$ cat src/rtl/cnt_mon_pkg.sv
// ---------------------------------------------------------------------------
// cnt_mon_pkg
// Shared definitions for the count event monitor: default widths, the
// monitor FSM state encoding and the per-edge step classification.
// ---------------------------------------------------------------------------
package cnt_mon_pkg;

    localparam int unsigned CNT_W   = 8;   // default width of monitored count
    localparam int unsigned TALLY_W = 16;  // default width of event tallies

    // Largest count value for the default width (wrap boundary).
    localparam logic [CNT_W-1:0] MAX_CNT = '1;

    typedef enum logic [1:0] {
        S_INIT,   // no valid previous sample yet
        S_SYNC,   // previous sample valid, step direction unknown
        S_TRACK   // direction known, reversals are tracked
    } state_e;

    typedef enum logic [1:0] {
        STEP_UP,    // count - prev == +1
        STEP_DN,    // count - prev == -1 (mod 2^W)
        STEP_HOLD,  // count unchanged
        STEP_JUMP   // any other difference
    } step_e;

endpackage

$ cat src/rtl/sat_counter.sv
// ---------------------------------------------------------------------------
// sat_counter
// Saturating up-counter used for the wrap and reversal tallies. Holds at
// all-ones instead of rolling over. Clear and reset both force zero; a
// clear in the same cycle as an increment wins.
//
// Ports
//   clk_i    in   1   clock, rising edge
//   reset_i  in   1   synchronous, active-high reset
//   inc_i    in   1   count one event this cycle
//   clr_i    in   1   synchronous clear
//   q_o      out  CW  current tally
// ---------------------------------------------------------------------------
module sat_counter #(
    parameter int unsigned CW = 16
) (
    input  logic          clk_i,
    input  logic          reset_i,
    input  logic          inc_i,
    input  logic          clr_i,
    output logic [CW-1:0] q_o
);

    logic [CW-1:0] q_q;

    // NOTE: sequential state is always written with non-blocking assignments
    // so every register samples the pre-edge value of every other register.
    always_ff @(posedge clk_i) begin
        if (reset_i || clr_i) begin
            q_q <= '0;
        end else if (inc_i && (q_q != '1)) begin
            q_q <= q_q + CW'(1);
        end
    end

    assign q_o = q_q;

endmodule

$ cat src/rtl/count_event_monitor.sv
// ---------------------------------------------------------------------------
// count_event_monitor
// Watches the count/dir outputs of an up/down counter and classifies the
// step seen at every clock edge. Reports wrap-arounds, direction reversals,
// illegal jumps and steps that disagree with the applied direction as
// one-cycle registered pulses, and keeps saturating wrap/reversal tallies.
//
// Ports
//   clk_i       in   1   clock, rising edge
//   reset_i     in   1   synchronous, active-high reset, highest priority
//   count_i     in   W   counter value, sampled every edge
//   dir_i       in   1   direction applied to the counter (1 = up)
//   clr_i       in   1   synchronous clear of the two tallies only
//   wrap_up_o   out  1   pulse: MAX -> 0 step observed
//   wrap_dn_o   out  1   pulse: 0 -> MAX step observed
//   reversal_o  out  1   pulse: step opposite to last nonzero step
//   jump_err_o  out  1   pulse: illegal step
//   dir_err_o   out  1   pulse: +-1 step disagrees with the applied dir
//   dir_obs_o   out  1   last observed nonzero step direction (1 = up)
//   locked_o    out  1   high while tracking direction (S_TRACK)
//   wrap_cnt_o  out  CW  saturating tally of wrap events
//   rev_cnt_o   out  CW  saturating tally of reversal events
// ---------------------------------------------------------------------------
module count_event_monitor
    import cnt_mon_pkg::*;
#(
    parameter int unsigned W       = CNT_W,
    parameter int unsigned CW      = TALLY_W,
    parameter bit          HOLD_OK = 1'b1
) (
    input  logic          clk_i,
    input  logic          reset_i,
    input  logic [W-1:0]  count_i,
    input  logic          dir_i,
    input  logic          clr_i,
    output logic          wrap_up_o,
    output logic          wrap_dn_o,
    output logic          reversal_o,
    output logic          jump_err_o,
    output logic          dir_err_o,
    output logic          dir_obs_o,
    output logic          locked_o,
    output logic [CW-1:0] wrap_cnt_o,
    output logic [CW-1:0] rev_cnt_o
);

    localparam logic [W-1:0] CNT_MAX = '1;

    state_e       state_q;
    logic [W-1:0] prev_q;
    logic         dir_q;
    logic         dir_obs_q;
    logic         locked_q;
    logic         wrap_up_q, wrap_dn_q, reversal_q, jump_err_q, dir_err_q;

    logic [W-1:0] step;
    step_e        step_cls;
    logic         is_move, move_up, active;
    logic         wrap_up_d, wrap_dn_d, reversal_d, jump_err_d, dir_err_d;

    // Step classifier: difference modulo 2^W against the previous sample.
    // NOTE: every signal assigned in an always_comb gets a default first so
    // no path through the block can leave it unassigned and infer a latch.
    always_comb begin
        step     = count_i - prev_q;
        step_cls = STEP_JUMP;
        if (step == W'(1)) begin
            step_cls = STEP_UP;
        end else if (step == '1) begin
            step_cls = STEP_DN;
        end else if (step == '0) begin
            step_cls = STEP_HOLD;
        end
    end

    // Event decode for this edge; nothing is flagged until prev_q is valid.
    always_comb begin
        active  = (state_q != S_INIT);
        is_move = (step_cls == STEP_UP) || (step_cls == STEP_DN);
        move_up = (step_cls == STEP_UP);

        wrap_up_d  = active && (step_cls == STEP_UP) && (prev_q == CNT_MAX);
        wrap_dn_d  = active && (step_cls == STEP_DN) && (prev_q == '0);
        reversal_d = (state_q == S_TRACK) && is_move && (move_up != dir_obs_q);
        jump_err_d = active && ((step_cls == STEP_JUMP) ||
                                ((step_cls == STEP_HOLD) && !HOLD_OK));
        dir_err_d  = active && is_move && (move_up != dir_q);
    end

    // FSM, sample history and pulse registers.
    // NOTE: the synchronous reset is tested first, so it overrides every
    // other update in the same cycle.
    always_ff @(posedge clk_i) begin
        if (reset_i) begin
            state_q    <= S_INIT;
            prev_q     <= '0;
            dir_q      <= 1'b0;
            dir_obs_q  <= 1'b0;
            locked_q   <= 1'b0;
            wrap_up_q  <= 1'b0;
            wrap_dn_q  <= 1'b0;
            reversal_q <= 1'b0;
            jump_err_q <= 1'b0;
            dir_err_q  <= 1'b0;
        end else begin
            prev_q     <= count_i;
            dir_q      <= dir_i;
            wrap_up_q  <= wrap_up_d;
            wrap_dn_q  <= wrap_dn_d;
            reversal_q <= reversal_d;
            jump_err_q <= jump_err_d;
            dir_err_q  <= dir_err_d;

            case (state_q)
                S_INIT: begin
                    // This sample only seeds prev_q.
                    state_q  <= S_SYNC;
                    locked_q <= 1'b0;
                end
                S_SYNC: begin
                    if (is_move) begin
                        dir_obs_q <= move_up;
                        state_q   <= S_TRACK;
                        locked_q  <= 1'b1;
                    end
                end
                S_TRACK: begin
                    if (is_move) begin
                        // Same direction leaves dir_obs unchanged; opposite flips it.
                        dir_obs_q <= move_up;
                    end else if (jump_err_d) begin
                        state_q  <= S_SYNC;
                        locked_q <= 1'b0;
                    end
                end
                default: begin
                    state_q  <= S_INIT;
                    locked_q <= 1'b0;
                end
            endcase
        end
    end

    // wrap_up and wrap_dn are mutually exclusive, so one increment suffices.
    sat_counter #(.CW(CW)) u_wrap_cnt (
        .clk_i   (clk_i),
        .reset_i (reset_i),
        .inc_i   (wrap_up_d | wrap_dn_d),
        .clr_i   (clr_i),
        .q_o     (wrap_cnt_o)
    );

    sat_counter #(.CW(CW)) u_rev_cnt (
        .clk_i   (clk_i),
        .reset_i (reset_i),
        .inc_i   (reversal_d),
        .clr_i   (clr_i),
        .q_o     (rev_cnt_o)
    );

    assign wrap_up_o  = wrap_up_q;
    assign wrap_dn_o  = wrap_dn_q;
    assign reversal_o = reversal_q;
    assign jump_err_o = jump_err_q;
    assign dir_err_o  = dir_err_q;
    assign dir_obs_o  = dir_obs_q;
    assign locked_o   = locked_q;

endmodule

$ cat config.mk
export PLATFORM = sky130hd
export DESIGN_NAME = count_event_monitor
export DESIGN_NICKNAME = d
export VERILOG_FILES = /design/src/rtl/cnt_mon_pkg.sv /design/src/rtl/sat_counter.sv /design/src/rtl/count_event_monitor.sv
export SDC_FILE = /design/constraint.sdc
export NUM_CORES = 1
export LEC_CHECK = 0
export BUFFER_PORTS_ARGS = -buffer_cell sky130_fd_sc_hd__buf_2
export CORE_AREA = 2 2 74 76
export DETAILED_ROUTE_END_ITERATION = 8
export DIE_AREA = 0 0 76 78
export PLACE_DENSITY = 0.85
export SLEW_MARGIN = 10
export SYNTH_ARGS = -nofsm -noshare
export SYNTH_HDL_FRONTEND = slang
export SYNTH_SLANG_ARGS = --single-unit
$ cat constraint.sdc
create_clock -name clk_i -period 3.8 [get_ports clk_i]
set_input_delay 0.76 -clock clk_i [delete_from_list [all_inputs] [get_ports clk_i]]
set_output_delay 0.76 -clock clk_i [all_outputs]
set_load 0.1 [all_outputs]
Yosys cells after proc, flatten, opt, wreduce, memory -nomap -nowiden. Cells that the tools add are included. Widths: inputs -> output; s select.

Register bits: 50. Latch bits: 0. RAM bits: 0. ROM bits: 0. Input bits: 12. Output and inout port bits: 39. Word-level logic and storage cells: 62. Memories: 0.

Add/subtract/negate cells: 3. $mul: 0. Divide/modulo/power cells: 0. $lt $le $gt $ge: 0. Eq/ne operators: 14. Shift-type cells: 0. Multiplexer cells: 11. Bitwise operators: 1. Reductions and logical operators: 21.

Operators by type and width (number): $add 16x1->16 const B (2); $ne 16x16->1 const B (2); $eq 8x8->1 const B (2); $logic_not 8->1 (2); $logic_and 1x1->1 (11); $mux 2 (5); $eq 8x1->1 const B (1); $sub 8x8->8 (1); $ne 2x2->1 const B (3); $pmux 2 s3 (1); $eq 2x1->1 const B (2); $eq 2x2->1 const B (2); $logic_not 2->1 (2); $mux 1 (4); $reduce_and 3->1 (1); $logic_or 1x1->1 (2); $ne 1x1->1 (2); $pmux 1 s2 (1); $reduce_and 2->1 (1); $reduce_bool 2->1 (1); $reduce_or 2->1 (1); $or 1x1->1 (1).

Logic depth before layout (Yosys ltp).
Depth after elaboration: 10. Depth in mapped cells: 14.

By module. From an unflattened synthesis, not the netlist that was laid out.

Cell total of the unflattened synthesis: 324. Area total of the unflattened synthesis: 2904.0 sq um.

By module, submodules not included: sat_counter (instances 2, cells an instance 95, area each 847.1 sq um, sequential area each 320.3 sq um); count_event_monitor (instances 1, cells an instance 134, area each 1209.9 sq um, sequential area each 340.3 sq um).

Worst setup path before layout. OpenSTA, ideal clock, no wires.

Path type: input -> register. From: in count_i[0]. To: reg u_rev_cnt.q_q[5] (netlist: u_rev_cnt.q_o[5]). Arrival time: 3.327 ns. Required time: 3.730 ns. Path slack: 0.403 ns. Stages: 13. Buffers on the path: 1. Cells stage by stage: inv_1 > ha_1 > inv_1 > fa_1 > a211oi_2 > o21ai_1 > nor4b_2 > nor4_4 > and4_1 > o211ai_2 > buf_6 > or4_1 > a21oi_1.

Longest elaborated chain between the ends: 10. Elaborated cells on any way between the ends: 14. Classes of those cells: add/sub (1); eq/ne (4); mux (3); reduce/logical (6).

RTL lines: start: declaration (RTL line count_event_monitor.sv:33) `input logic [W-1:0] count_i,`; $sub 8x8->8 * (RTL line count_event_monitor.sv:65) `step = count_i - prev_q;`; $logic_not 8->1 (RTL line count_event_monitor.sv:71) `end else if (step == '0) begin`; $mux 1 (RTL line count_event_monitor.sv:71); $mux 2 (RTL line count_event_monitor.sv:69) `end else if (step == '1) begin`; $mux 2 * (RTL line count_event_monitor.sv:67) `if (step == W'(1)) begin`; $eq 2x1->1 or $logic_not 2->1 (tied branches) (RTL line count_event_monitor.sv:79, count_event_monitor.sv:80); $logic_or 1x1->1 (RTL line count_event_monitor.sv:79) `is_move = (step_cls == STEP_UP) || (step_cls == STEP_DN);`; $logic_and 1x1->1 (RTL line count_event_monitor.sv:84) `reversal_d = (state_q == S_TRACK) && is_move && (move_up != dir_obs_q);`; $logic_and 1x1->1 * (RTL line count_event_monitor.sv:84); $logic_and 1x1->1 * (RTL line sat_counter.sv:31) `end else if (inc_i && (q_q != '1)) begin`; end signal: assignment (RTL line sat_counter.sv:32) `q_q <= q_q + CW'(1);`; end: declaration (RTL line sat_counter.sv:24) `logic [CW-1:0] q_q;`.

Every way passes the cells marked *; elsewhere a longest branch is shown, timed or not. A chain may end at the register's enable or synchronous reset.

Final worst setup path.
From: in count_i[0]. To: reg u_wrap_cnt.q_q[12] (netlist: u_wrap_cnt.q_o[12]).

Longest elaborated chain between the ends: 10. Elaborated cells on any way between the ends: 15. Classes of those cells: add/sub (1); eq/ne (3); mux (3); bitwise (1); reduce/logical (7).

RTL lines: $sub 8x8->8 * (RTL line count_event_monitor.sv:65); $logic_not 8->1 (RTL line count_event_monitor.sv:71); $mux 1 (RTL line count_event_monitor.sv:71); $mux 2 (RTL line count_event_monitor.sv:69); $mux 2 * (RTL line count_event_monitor.sv:67); $eq 2x1->1 or $logic_not 2->1 (tied branches) (RTL line count_event_monitor.sv:83, count_event_monitor.sv:82); $logic_and 1x1->1, on equally long branches (2 in series) (RTL line count_event_monitor.sv:83, count_event_monitor.sv:82); $or 1x1->1 * (RTL line count_event_monitor.sv:148) `.inc_i (wrap_up_d | wrap_dn_d),`; $logic_and 1x1->1 * (RTL line sat_counter.sv:31); end signal: assignment (RTL line sat_counter.sv:32); end: declaration (RTL line sat_counter.sv:24).

Marks and branches as above.

==> results.cfg <==
[run_status]
outcome = complete, no violations

[synth]
async_flop_share_pct = 0
yosysSeqAreaShare_pct = 35.3
synth.cell_area_um2 = 2780
ys_types = 53
synth_nets = 359
ys_ff_latch = 49
ys_warn_count = 0
synth_edf_count = 0
avgSynthCellArea_um2 = 8.34
synth_ff_type = dfxtp_1
syn_inst = 333

[placement]
place_congestion = 0.826
dp_hpwl_um = 4550
place_inst = 443
port-buffer-count = 50
dp_slack_ns = 0.0606

[pwr]
power.total_mw = 1.07
power.density_nw_per_um2 = 335
seq_power_share_pct = 49.3
ir_drop_v = 0.000162
p_leak_nw = 1.26
netSwitchingFraction_pct = 27.1
comb_power_share_pct = 15.4
power.switching_uw = 289
p_int_uw = 779
p_clk_share_pct = 35.3

[finish]
layout-drive-gt1-share_pct = 18.6
final_cell_mix = 50 x buf_2, 49 x dfxtp_1, 25 x nor2_1, 25 x nand2_1, 22 x a21oi_1
final_common_cell = buf_2
diodes = 0
nFillCells = 446
fin_nets = 406
register_area_um2 = 981
syn_to_final_growth_pct = 14.9
multi_input_area_um2 = 1660
final_cells = 451

[setup_path]
worstPathArrival_ns = 3.70
critical_path_class = in -> reg
path_cells = buf_2 -> inv_1 -> ha_1 -> inv_1 -> fa_1 -> a211oi_2 -> o21ai_1 -> nor4b_2 -> nor4_4 -> and2_1 -> a32oi_2 -> or4_1 -> nand2_1
crit_path_frequent_cell = inv_1
cp_data_required_time_ns = 4.05
cpPeakStageDelay_ns = 0.56
crit_path_start_kind = input pin
worstPathMaxFanout = 18
slowest_stage = or4_1
endpoint_kind = flop

[grt]
met3_usage_pct = 3.60
grt_max_degree = 30
gr-total-overflow = 0
antenna_found_initial = 0
grt_pass1_vias = 2461
grt_usage_pct = 22.1
grt_pass1_wl_um = 11100
gr-usage-met2_pct = 37.9
met1_usage_pct = 28.6
busiest_layer = met2

[routing]
drcViolationCount = 0
drtPass1Iterations = 4
first_iter_violations = 209
drt.antenna.violating_nets = 0
routedWlPerCell_um = 14.0
vias_per_cell = 5.85
via_count = 2638
wl_um = 6310

[clock_tree]
cts_made_buffers = 5
cts_hold_buffers = 0
cts_sinks = 49
cts.path.max_buffers = 2
post_cts_buffers = 0
tritoncts = done
cts-htree-levels = 2
worstSkewPairLatency_ns = 0.30
cts_resized = 0
clk_pin_slew_ns = 0.10
cts-root-buf = clkbuf_8

[sta]
setup_tns_ns = 0
rsz0062_at_grt = no
setup_ws_ns = 0.344
slew_headroom_pct = 53.5
hold_viol_final = 0
fmax_mhz = 289
min_period_over_period_pct = 91.0
finClkSkew_ns = 0.0123
setup_viol = 0
worst-slew-pin-transition_ns = 0.696
period_needed_ns = 3.46
drv_slew = 0

[die]
placementRows = 26
die_width_um = 76
core_region_area_um2 = 5040
die_y_um = 78
start_util_pct = 55.1
ioPinCount = 51
dieArea_um2 = 5930

[worst_hold_path]
min_path_type = reg -> reg

[job]
maxCapViolations = 0
-- final timing paths --
check / cells after the start / startpoint / endpoint / slack (ns)
setup reg to reg: 11 / prev_q[0] / u_wrap_cnt.q_o[12] / 0.57
setup / recovery: 13 / count_i[0] / u_wrap_cnt.q_o[12] / 0.34
hold reg to reg: 2 / u_rev_cnt.q_o[5] / u_rev_cnt.q_o[5] / 0.50
hold / removal: 2 / u_rev_cnt.q_o[5] / u_rev_cnt.q_o[5] / 0.50
-- synthesized netlist by cell type, drive strengths merged (3+ instances only) --
master	count	area share [%]
nand2b	5	1.1
or4	8	2.2
nor2b	11	2.5
a2111oi	3	1.1
buf	4	0.95
xor2	3	0.95
nor3	4	0.72
xnor2	8	2.8
inv	18	2.4
a21oi	22	4.0
o21a	4	1.1
a211oi	5	1.5
o211ai	8	2.3
and2	4	0.90
nand4	10	2.3
nor2	25	3.4
ha	13	5.9
nand2	25	3.4
and3	12	2.7
nand3	12	2.2
nor4	8	2.3
clkbuf	10	1.4
or3	14	3.2
o21ai	20	3.6
o31ai	3	0.81
dfxtp	49	35
-- state kept, by name, indices dropped and copies added, names as in the netlist --
signal / count
prev_q: 8
wrap_dn_o: 1
wrap_up_o: 1
jump_err_o: 1
state_q: 2
dir_q: 1
dir_err_o: 1
u_rev_cnt.q_o: 16
reversal_o: 1
dir_obs_o: 1
u_wrap_cnt.q_o: 16
-- metal layers --
metal / part of all wire [%] / vias to the layer above
met5: 0 / -
met4: 1.5 / 0
met3: 5.5 / 10
met2: 47 / 83
met1: 46 / 1232
li1: - / 1313
-- power by group through the flow --
| stage | Sequential, mW | Clock [mW] | Combinational [mW] |
|---|---|---|---|
| 2_1_floorplan | 0.546 | 0 | 0.115 |
| 6_report | 0.527 | 0.378 | 0.165 |
| 3_5_place_dp | 0.538 | 0 | 0.160 |
| 5_1_grt | 0.528 | 0.402 | 0.180 |
| 4_1_cts | 0.527 | 0.383 | 0.162 |
| 3_3_place_gp | 0.538 | 0 | 0.155 |
-- cell families after synthesis --
family,synth area share (%)
and+or+nand+nor,30.0
AOI/OAI and AO/OA,19.2
DFF,35.3
buffers and inverters,4.78
adders and majority gates,6.58
xor gates and xnor gates,3.74
muxes,0.361
-- through the flow --
stage                     cell area (µm²)  utilization (%)  hold WS, ns
after floorplan                      2780                -        0.498
after global placement               3080             61.1        0.466
after detailed placement             3080             61.1        0.488
after CTS                            3190             63.3        0.501
after global routing                 3190             63.3        0.534
final                                3190             63.3        0.502
-- layout make-up --
cell class	count	share of cell area, %
Multi-Input combinational cell	252	52.1
Timing Repair Buffer	54	8.78
Tap cell	70	2.75
Sequential cell	49	30.7
Inverter	18	2.12
Clock inverter	2	1.22
Clock buffer	6	2.27
-- critical path: cells and delay by family --
kind	cells	cell delay [ns]
simple gates	5	1.40
fa+ha+maj	2	0.56
compound gates	3	0.75
buf+inv	3	0.22
Power figures use the tool's default switching activity.
